## src/rtl/csr_access_unit.sv

```systemverilog
`default_nettype none
// ============================================================================
//  Module   : csr_access_unit
//  Purpose  : Executes one Zicsr instruction per request as a
//             read-modify-write sequence against the CSR register file.
//  Revision : 1.0  initial release
// ============================================================================
module csr_access_unit #(
    parameter int XLEN           = 32,
    parameter int CSR_ADDR_WIDTH = 12
) (
    input  logic                      CLK,
    input  logic                      RESET_N,
    input  logic                      in_req_valid,
    output logic                      out_req_ready,
    input  logic [2:0]                in_req_funct3,
    input  logic [CSR_ADDR_WIDTH-1:0] in_req_csr_select,
    input  logic [XLEN-1:0]           in_req_rs1_data,
    input  logic [4:0]                in_req_rs1_index,
    input  logic [4:0]                in_req_rd_index,
    output logic                      out_resp_valid,
    input  logic                      in_resp_ready,
    output logic [XLEN-1:0]           out_resp_data,
    output logic                      out_resp_illegal,
    output logic                      out_read_csr_enable,
    output logic [CSR_ADDR_WIDTH-1:0] out_read_csr_select,
    input  logic [XLEN-1:0]           in_read_csr_data,
    output logic                      out_write_csr_enable,
    output logic [CSR_ADDR_WIDTH-1:0] out_write_csr_select,
    output logic [XLEN-1:0]           out_write_csr_data
);

    localparam logic [1:0] c_st_idle  = 2'd0;
    localparam logic [1:0] c_st_read  = 2'd1;
    localparam logic [1:0] c_st_write = 2'd2;
    localparam logic [1:0] c_st_resp  = 2'd3;

    localparam logic [1:0] c_op_rw = 2'b01;
    localparam logic [1:0] c_op_rs = 2'b10;
    localparam logic [1:0] c_op_rc = 2'b11;

    logic [1:0]                r_state;
    logic [2:0]                r_funct3;
    logic [CSR_ADDR_WIDTH-1:0] r_csr_select;
    logic [XLEN-1:0]           r_rs1_data;
    logic [4:0]                r_rs1_index;
    logic [4:0]                r_rd_index;
    logic [XLEN-1:0]           r_old;

    logic [1:0]      w_op;
    logic [XLEN-1:0] w_operand;
    logic            w_write_raw;
    logic            w_illegal;
    logic            w_do_read;
    logic            w_do_write;
    logic [XLEN-1:0] w_write_data;

    assign w_op        = r_funct3[1:0];
    assign w_operand   = r_funct3[2] ? {{(XLEN-5){1'b0}}, r_rs1_index} : r_rs1_data;
    assign w_write_raw = (w_op == c_op_rw) || (r_rs1_index != 5'd0);
    // Top two address bits 2'b11 mark the read-only CSR space.
    assign w_illegal   = (w_op == 2'b00) ||
                         (w_write_raw && (r_csr_select[CSR_ADDR_WIDTH-1 -: 2] == 2'b11));
    assign w_do_read   = !w_illegal && !((w_op == c_op_rw) && (r_rd_index == 5'd0));
    assign w_do_write  = !w_illegal && w_write_raw;

    always_comb begin
        w_write_data = '0;
        case (w_op)
            c_op_rw: w_write_data = w_operand;
            c_op_rs: w_write_data = r_old | w_operand;
            c_op_rc: w_write_data = r_old & ~w_operand;
            default: w_write_data = '0;
        endcase
    end

    always_ff @(posedge CLK or negedge RESET_N) begin
        if (!RESET_N) begin
            r_state      <= c_st_idle;
            r_funct3     <= '0;
            r_csr_select <= '0;
            r_rs1_data   <= '0;
            r_rs1_index  <= '0;
            r_rd_index   <= '0;
            r_old        <= '0;
        end else begin
            case (r_state)
                c_st_idle: begin
                    if (in_req_valid) begin
                        r_funct3     <= in_req_funct3;
                        r_csr_select <= in_req_csr_select;
                        r_rs1_data   <= in_req_rs1_data;
                        r_rs1_index  <= in_req_rs1_index;
                        r_rd_index   <= in_req_rd_index;
                        r_state      <= c_st_read;
                    end
                end
                c_st_read: begin
                    r_old   <= w_do_read ? in_read_csr_data : '0;
                    r_state <= c_st_write;
                end
                c_st_write: r_state <= c_st_resp;
                c_st_resp: begin
                    if (in_resp_ready) begin
                        r_state <= c_st_idle;
                    end
                end
                default: r_state <= c_st_idle;
            endcase
        end
    end

    // Ready is gated by the reset pin so it is low for the whole reset pulse.
    assign out_req_ready        = RESET_N && (r_state == c_st_idle);
    assign out_read_csr_enable  = (r_state == c_st_read) && w_do_read;
    assign out_read_csr_select  = r_csr_select;
    assign out_write_csr_enable = (r_state == c_st_write) && w_do_write;
    assign out_write_csr_select = r_csr_select;
    assign out_write_csr_data   = w_write_data;
    assign out_resp_valid       = (r_state == c_st_resp);
    assign out_resp_data        = r_old;
    assign out_resp_illegal     = (r_state == c_st_resp) && w_illegal;

endmodule
`default_nettype wire
```

## config.mk

```make
export PLATFORM = sky130hd
export DESIGN_NAME = csr_access_unit
export DESIGN_NICKNAME = d
export VERILOG_FILES = /design/src/rtl/csr_access_unit.sv
export SDC_FILE = /design/constraint.sdc
export NUM_CORES = 1
export LEC_CHECK = 0
export ABC_AREA = 1
export CAP_MARGIN = 20
export CORE_MARGIN = 2
export CORE_UTILIZATION = 35
export DETAILED_ROUTE_END_ITERATION = 10
export PLACE_DENSITY = 0.69
export SKIP_LAST_GASP = 1
export SLEW_MARGIN = 40
export SYNTH_ARGS = -nofsm -noshare
export SYNTH_HDL_FRONTEND = slang
export SYNTH_SLANG_ARGS = --single-unit
```

## constraint.sdc

```tcl
create_clock -name CLK -period 1.85 [get_ports CLK]
set_input_delay 0.37 -clock CLK [delete_from_list [all_inputs] [get_ports CLK]]
set_output_delay 0.37 -clock CLK [all_outputs]
set_load 0.02 [all_outputs]
```

### Yosys cells after proc, flatten, opt, wreduce, memory -nomap -nowiden

Cells that the tools add are included.

| word-level totals | value |
|---|---|
| register bits | 91 |
| input port bits | 93 |
| output and inout bits | 93 |
| word-level logic and storage cells | 43 |

| operators by class | value |
|---|---|
| equal/unequal tests | 9 |
| multiplexer cells | 6 |
| bitwise logic cells | 3 |
| reductions and logical operators | 18 |

Operators by type and width:

| operator | count |
|---|---|
| $pmux 32 s3 | 1 |
| $mux 32 | 2 |
| $and 32x32->32 | 1 |
| $not 32->32 | 1 |
| $or 32x32->32 | 1 |
| $eq 2x2->1 const B | 5 |
| $logic_and 1x1->1 | 8 |
| $pmux 2 s4 | 1 |
| $logic_not 5->1 | 1 |
| $reduce_bool 5->1 | 1 |
| $eq 2x1->1 const B | 2 |
| $logic_not 2->1 | 2 |
| $mux 2 | 2 |
| $reduce_and 2->1 | 2 |
| $logic_not 1->1 | 2 |
| $logic_or 1x1->1 | 2 |
| $ne 2x1->1 const B | 1 |
| $ne 2x2->1 const B | 1 |

### Longest topological paths before layout

| depth | value |
|---|---|
| depth after elaboration | 7 |
| gate-level depth with buffers | 8 |
| gate-level depth less buffers | 7 |

### Worst setup path before layout

OpenSTA, ideal clock, no wires.

| path | value |
|---|---|
| path type | reg2out |
| from | reg r_funct3[2] |
| to | out out_write_csr_data[10] |
| arrival time | 1.369 ns |
| required time | 1.480 ns |
| slack | 0.111 ns |
| cell stages (with the launch flop) | 6 |
| path buffers | 2 |
| cells stage by stage | dfrtp_1 > buf_2 > inv_2 > buf_2 > nand2_1 > o21ai_0 |

| between the ends | value |
|---|---|
| cells in the longest elaborated chain, start to end | 4 |
| elaborated cells on any way between the ends | 5 |
| classes of those cells | mux (2); bitwise (3) |

RTL lines:

| item | RTL line | text |
|---|---|---|
| from (decl) | 43 | `logic [2:0] r_funct3;` |
| from (signal assigned) | 90 | `r_funct3 <= in_req_funct3;` |
| $mux 32 (*) | 59 | `assign w_operand = r_funct3[2] ? {{(XLEN-5){1'b0}}, r_rs1_index} : r_rs1_data;` |
| $not 32->32 | 72 | `c_op_rc: w_write_data = r_old & ~w_operand;` |
| $and 32x32->32 | 72 |  |
| $pmux 32 s3 (*) | 69 | `case (w_op)` |
| to (decl) | 30 | `output logic [XLEN-1:0] out_write_csr_data` |

Every way passes the cells marked *; elsewhere a longest branch is shown, timed or not.

### Worst setup path after layout

| path | value |
|---|---|
| from | reg r_funct3[1] |
| to | out out_write_csr_data[5] |

| between the ends | value |
|---|---|
| cells in the longest elaborated chain, start to end | 2 |
| elaborated cells on any way between the ends | 4 |
| classes of those cells | eq/ne (3); mux (1) |

RTL lines:

| item | RTL line |
|---|---|
| $eq 2x2->1 or $eq 2x1->1 (tied branches) | 69 |
| $pmux 32 s3 (*) | 69 |

Marked as above.

==> qor.yml <==
die_area_um2: 13300
wl_per_cell_um: 17.1
rows: 40
cts_buffers: 9
path_cells: "buf_6 > nor2_4 > nor2_4 > clkbuf_16 > o21ai_4 > buf_6"
clock-skew-final_ns: 0.00499
ff_latch_area_um2: 2280
dp_cells: 781
violations: "setup timing"
synth-seq-cells: 91
synth_edf_count: 0
syn_area_um2: 4340
insertion_delay_ns: 0.33
seq_power_share: 0.251
grtUsageMet1: 0.258
nFillCells: 988
area.growth.synth_to_final_pct: 68.2
cp-end-kind: "output pin"
drc_errors: 0
layout_common_cells: "147 x clkdlybuf4s50_1, 100 x nand2_1, 90 x dfrtp_1"
io_pins: 186
die_w_um: 115
antenna_found_initial: 0
worstPathRequired_ns: 1.48
clkPwrFrac: 0.124
yosysUniqueCellTypes: 25
drt_iter0_drc: 173
power.internal_mw: 8.46
path_buf_inv: 3
grt_overflow: 0
drv_slew: 0
comb_power_share: 0.625
nets: 737
vias: 4007
grt_pass1_vias: 4164
use_met2: 0.366
htreeDepth: 3
cp_slowest_stage_delay_ns: 0.42
power_leakage_nw: 3.21
cts.path.max_buffers: 2
dp_hpwl_mm: 9.37
cap_violations: 0
multi_input_area_um2: 2100
diodes: 0
synth_flop_cell: "dfrtp_1"
irDropWorstVdd_mv: 1.10
die_h_um: 115
synth_nets: 536
startpoint_type: "register"
tritoncts: "built"
fin_util: 0.605
power.density_nw_per_um2: 2020
grt_pass1_wl_mm: 21.4
switching_power_mw: 6.24
yosysWarnings: 0
numPortBuffers: 185
coreArea_um2: 12100
grt_max_degree: 49
path_clk_slew_ns: 0.06
syn_inst: 438
cp_max_fo: 6
grt_busiest_layer: "met2"
synth-async-reset-ratio: 1.00
finalWorstSetupSlack_ns: -0.186
globalRouteMet3Util: 0.0327
place_ws_ns: -0.483
rsz0062_at_grt: "true"
finalSetupViolations: 35
switching_share: 0.424
drtAntennaViolNets: 0
cts_root_buffer: "clkbuf_16"
status: "finished with violations"
grt_usage: 0.208
crit_slowest_cell: "dfrtp_1"
start_util: 0.359
hold_violations: 0
crit_family: "buffers and inverters"
drt_first_pass_iters: 4
min_period_over_period: 1.10
ff2ff_setup_slack_ns: 0.10
hold_path_class: "input port to async pin"
period_needed_ns: 2.04
yosysSeqAreaShare: 0.525
ctsHoldBuffers: 0
cts_sinks: 91
wirelength_mm: 13.9
place_congestion: 0.805
criticalPathCategory: "register to output pin"
via_per_inst: 4.93
synth.avg_cell_area_um2: 9.90
slew_headroom: 0.591
final_cells: 812
tightest_slew_ns: 0.613
cp.arrival_ns: 1.67
mostFrequentLayoutCell: "clkdlybuf4s50_1"
final_layout_size_suffix_gt1_frac: 0.314
fmax_mhz: 491
## timing repair
action,4_1_cts,5_1_grt
gates cloned,1,1
pin swaps,6,10
endpoints found under the setup margin,37,52
endpoints found under the hold margin,0,0
buffers inserted,8,5
resized for setup,307,53
## cells by family (layout without fill, tap and decap cells)
logic type / after synthesis / in the layout / synth area share
AO/OA/AOI/OAI: 48 / 48 / 0.0583
AND/OR/NAND/NOR: 188 / 189 / 0.195
multiplexers: 52 / 52 / 0.134
buffers and inverters: 54 / 259 / 0.0724
flip-flops: 91 / 91 / 0.525
adder cells (fa/ha/maj): 5 / 5 / 0.0144
## cells in the mapped netlist, types with 3 or more instances
cell type / number / share of area
nand3_1: 32 / 0.037
nor2_1: 16 / 0.014
o21ai_0: 36 / 0.042
dfrtp_1: 91 / 0.53
a21oi_1: 10 / 0.012
nand2_2: 3 / 0.0043
buf_2: 11 / 0.013
inv_1: 11 / 0.0095
buf_4: 13 / 0.023
clkbuf_2: 3 / 0.0035
ha_1: 5 / 0.014
nand2_1: 101 / 0.087
buf_6: 6 / 0.016
nand4_1: 32 / 0.046
clkbuf_1: 6 / 0.0052
mux2_2: 50 / 0.13
## sequential cells by signal, summed over array words and instances (netlist names)
register / count
out_resp_data: 32
r_rs1_index: 5
out_read_csr_select: 12
r_funct3: 3
r_state: 2
r_rs1_data: 32
r_rd_index: 5
## final cells by class
class	count	area share
repair buffers	229	0.322
clock inverters	4	0.00686
inverters	14	0.00721
clock buffers	12	0.0338
well taps	168	0.0288
multi-input cells	294	0.288
flip-flops and latches	91	0.312
## power groups by stage
stage	registers [mW]	logic, mW	clock network (mW)
4_1_cts	3.65	8.31	1.88
6_report	3.69	9.18	1.83
3_5_place_dp	3.66	7.48	0
5_1_grt	3.80	9.78	1.96
2_1_floorplan	4.05	3.74	0
3_3_place_gp	3.61	7.31	0
## final timing paths
path | startpoint | to | depth (start not counted)
max reg2reg | r_state[0] | r_rs1_data[28] | 7
max in group asynchronous | RESET_N | r_funct3[0] | 3
min in group CLK | r_rs1_data[12] | r_rs1_data[12] | 1
min reg2reg | r_rs1_data[12] | r_rs1_data[12] | 1
min | RESET_N | out_resp_data[25] | 2
max | r_funct3[1] | out_write_csr_data[5] | 6
## per-layer routing
metal	vias up	routed length (um)
li1	1886	-
met1	1954	5810
met4	0	227
met2	146	7220
met5	-	0
met3	21	654
## stage by stage
step | TNS [ns] | total power, mW | area [um^2] | hold slack, ns
finish | -5.10 | 14.7 | 7290 | 0.163
global route | -6.90 | 15.5 | 7290 | 0.209
CTS | -3.52 | 13.8 | 6970 | 0.185
detailed placement | -13.67 | 11.1 | 6430 | 0.493
global placement | -25.13 | 10.9 | 6420 | 0.484
floorplan | 0 | 7.78 | 4340 | 0.0744
Power figures use the tool's default switching activity.
==> RTL change, RTL diff (config.mk and constraints unchanged) <==
`XLEN`: 32 -> 40.
--- a/src/rtl/csr_access_unit.sv
+++ b/src/rtl/csr_access_unit.sv
@@ -8,3 +8,3 @@
 module csr_access_unit #(
-    parameter int XLEN           = 32,
+    parameter int XLEN           = 40,
     parameter int CSR_ADDR_WIDTH = 12
Interface: changed (resized in_read_csr_data, in_req_rs1_data, out_resp_data and out_write_csr_data); port bits go from 186 to 218. The function was not compared with the original's and may differ.
==> RTL change against the unedited design <==
Routed wire length grew 14%; critical endpoint is now out_write_csr_data[26]; maximum frequency shrank 2.3%; highest routed layer unchanged; worst setup slack lost 0.047 ns; area after synthesis grew 17%; final area grew 8.9%; the flow still finishes with violations (negative setup slack); utilization shrank 3.7 points; sequential cell count grew 16; power grew 3.8%.
==> RTL change: results (changes against the unedited design) <==
crit path DAT 1.71 ns (was 1.67 ns); largest net degree at the start of global routing 108 (was 49); met3 Use GR 4.26% (was 3.27%); DRT Pass-1 Iters 5 (was 4); syn nets 632 (was 536); NumNets Final 854 (was 737); syn_area_per_cell 9.76 um^2 (was 9.90 um^2); total power 15.3 mW (was 14.7 mW); antenna violations before repair 0 (unchanged); R2R setup slack 0.17 ns (was 0.10 ns); Critical-path top delay cell dfrtp_2 (was dfrtp_1); Worst Hold Class in -> async (unchanged); fillcell total 1223 (was 988); Vias 4650 (was 4007); vias in the first global route 4638 (was 4164); Fin Hold WS 0.143 ns (was 0.163 ns); r2r endpoint out_resp_data[10]$_DFFE_PN0P_ (was r_rs1_data[28]$_DFFE_PN0P_); Setup WS post-layout -0.233 ns (was -0.186 ns); share of layout cells above drive strength 1 23.6% (was 31.4%); Logic pwr share 58.9% (was 62.5%); dpl cells 898 (was 781); WL/cell 17.2 um (was 17.1 um); CP top delay family buffers and inverters (unchanged); Worst Setup EP out_write_csr_data[26] (was out_write_csr_data[5]); distinct cell type count after synthesis 22 (was 25); IO Port Bufs 217 (was 185); Pint 8.81 mW (was 8.46 mW); CTS Buf Count 9 (unchanged); Routability Congestion 0.834 (was 0.805); M2 GR Usage 35.7% (was 36.6%); Synthesis Warnings 0 (unchanged); Area contributors post-synth dfrtp_1 (53%), mux2_2 (13%), nand2_1 (9.4%) (was dfrtp_1 (53%), mux2_2 (13%), nand2_1 (8.7%)); worst-margin pin slew 0.567 ns (was 0.613 ns); Clk Latency, worst-skew pair 0.34 ns; worst-path fanout max 17 (was 6); estimated wirelength of the detail-placed design 11100 um (was 9370 um); Setup TNS -6.06 ns (was -5.10 ns); r2r worst-path depth 9 (was 7); peak supply drop 0.000831 V (was 0.00110 V); DRT iter0 DRCs 247 (was 173); antenna-violating nets left 0 (unchanged); Place WS -0.282 ns (was -0.483 ns); Synth top cells by count nand2_1 (126), dfrtp_1 (107), mux2_2 (58) (was nand2_1 (101), dfrtp_1 (91), mux2_2 (50)); most common cell in the synthesized netlist nand2_1 (unchanged); Final Skew 0.00677 ns (was 0.00499 ns); sequential cell area fraction in the yosys report 53.0% (was 52.5%); via/cell ratio 5.03 (was 4.93); Largest stage delay, worst path 0.46 ns (was 0.42 ns); first-pass GRT wire length 24100 um (was 21400 um); met1 Usage GRT 26.2% (was 25.8%); worst reg2reg path startpoint r_funct3[0]$_DFFE_PN0P_ (was r_state[0]$_DFFE_PN0P_); final setup fails 43 (was 35); H-tree lvl count 3 (unchanged); GR Util All Layers 20.7% (was 20.8%); Post-DP Area 7480 um^2 (was 6430 um^2); status complete, but fails checks (unchanged); failing checks negative setup slack (unchanged); clk pwr 1.95 mW (was 1.83 mW); static leakage 3.58 nW (was 3.21 nW)
RTL change: kinds of logic after synthesis:
logic type               Yosys count  synth area share (%)
multiplexers                      60                  13.3
flip-flops                       107                  53.0
buffers and inverters             62                  6.54
AO/OA/AOI/OAI                     56                  5.79
adder cells (fa/ha/maj)            5                  1.24
AND/OR/NAND/NOR                  228                  20.1
RTL change: area by class of cell:
type | count | area, um^2 | share of cell area, %
Clock buffer | 13 | 260 | 3.28
Clock inverter | 3 | 46.3 | 0.583
Inverter | 14 | 55.1 | 0.693
Multi-Input combinational cell | 349 | 2130 | 26.8
Sequential cell | 107 | 2680 | 33.7
Tap cell | 180 | 225 | 2.84
Timing Repair Buffer | 259 | 2550 | 32.1
RTL change: metal layers:
layer  vias to the layer above  share of wire, %
met5                         -                 0
met4                         0               1.4
met3                        14               6.5
met2                       167                49
met1                      2270                43
li1                       2199                 -
RTL change: timing repair:
action	CTS	global route
setup endpoints to repair	45	44
gates resized for setup	121	111
buffers inserted	3	6
cloned	2	0
pin swaps	1	3
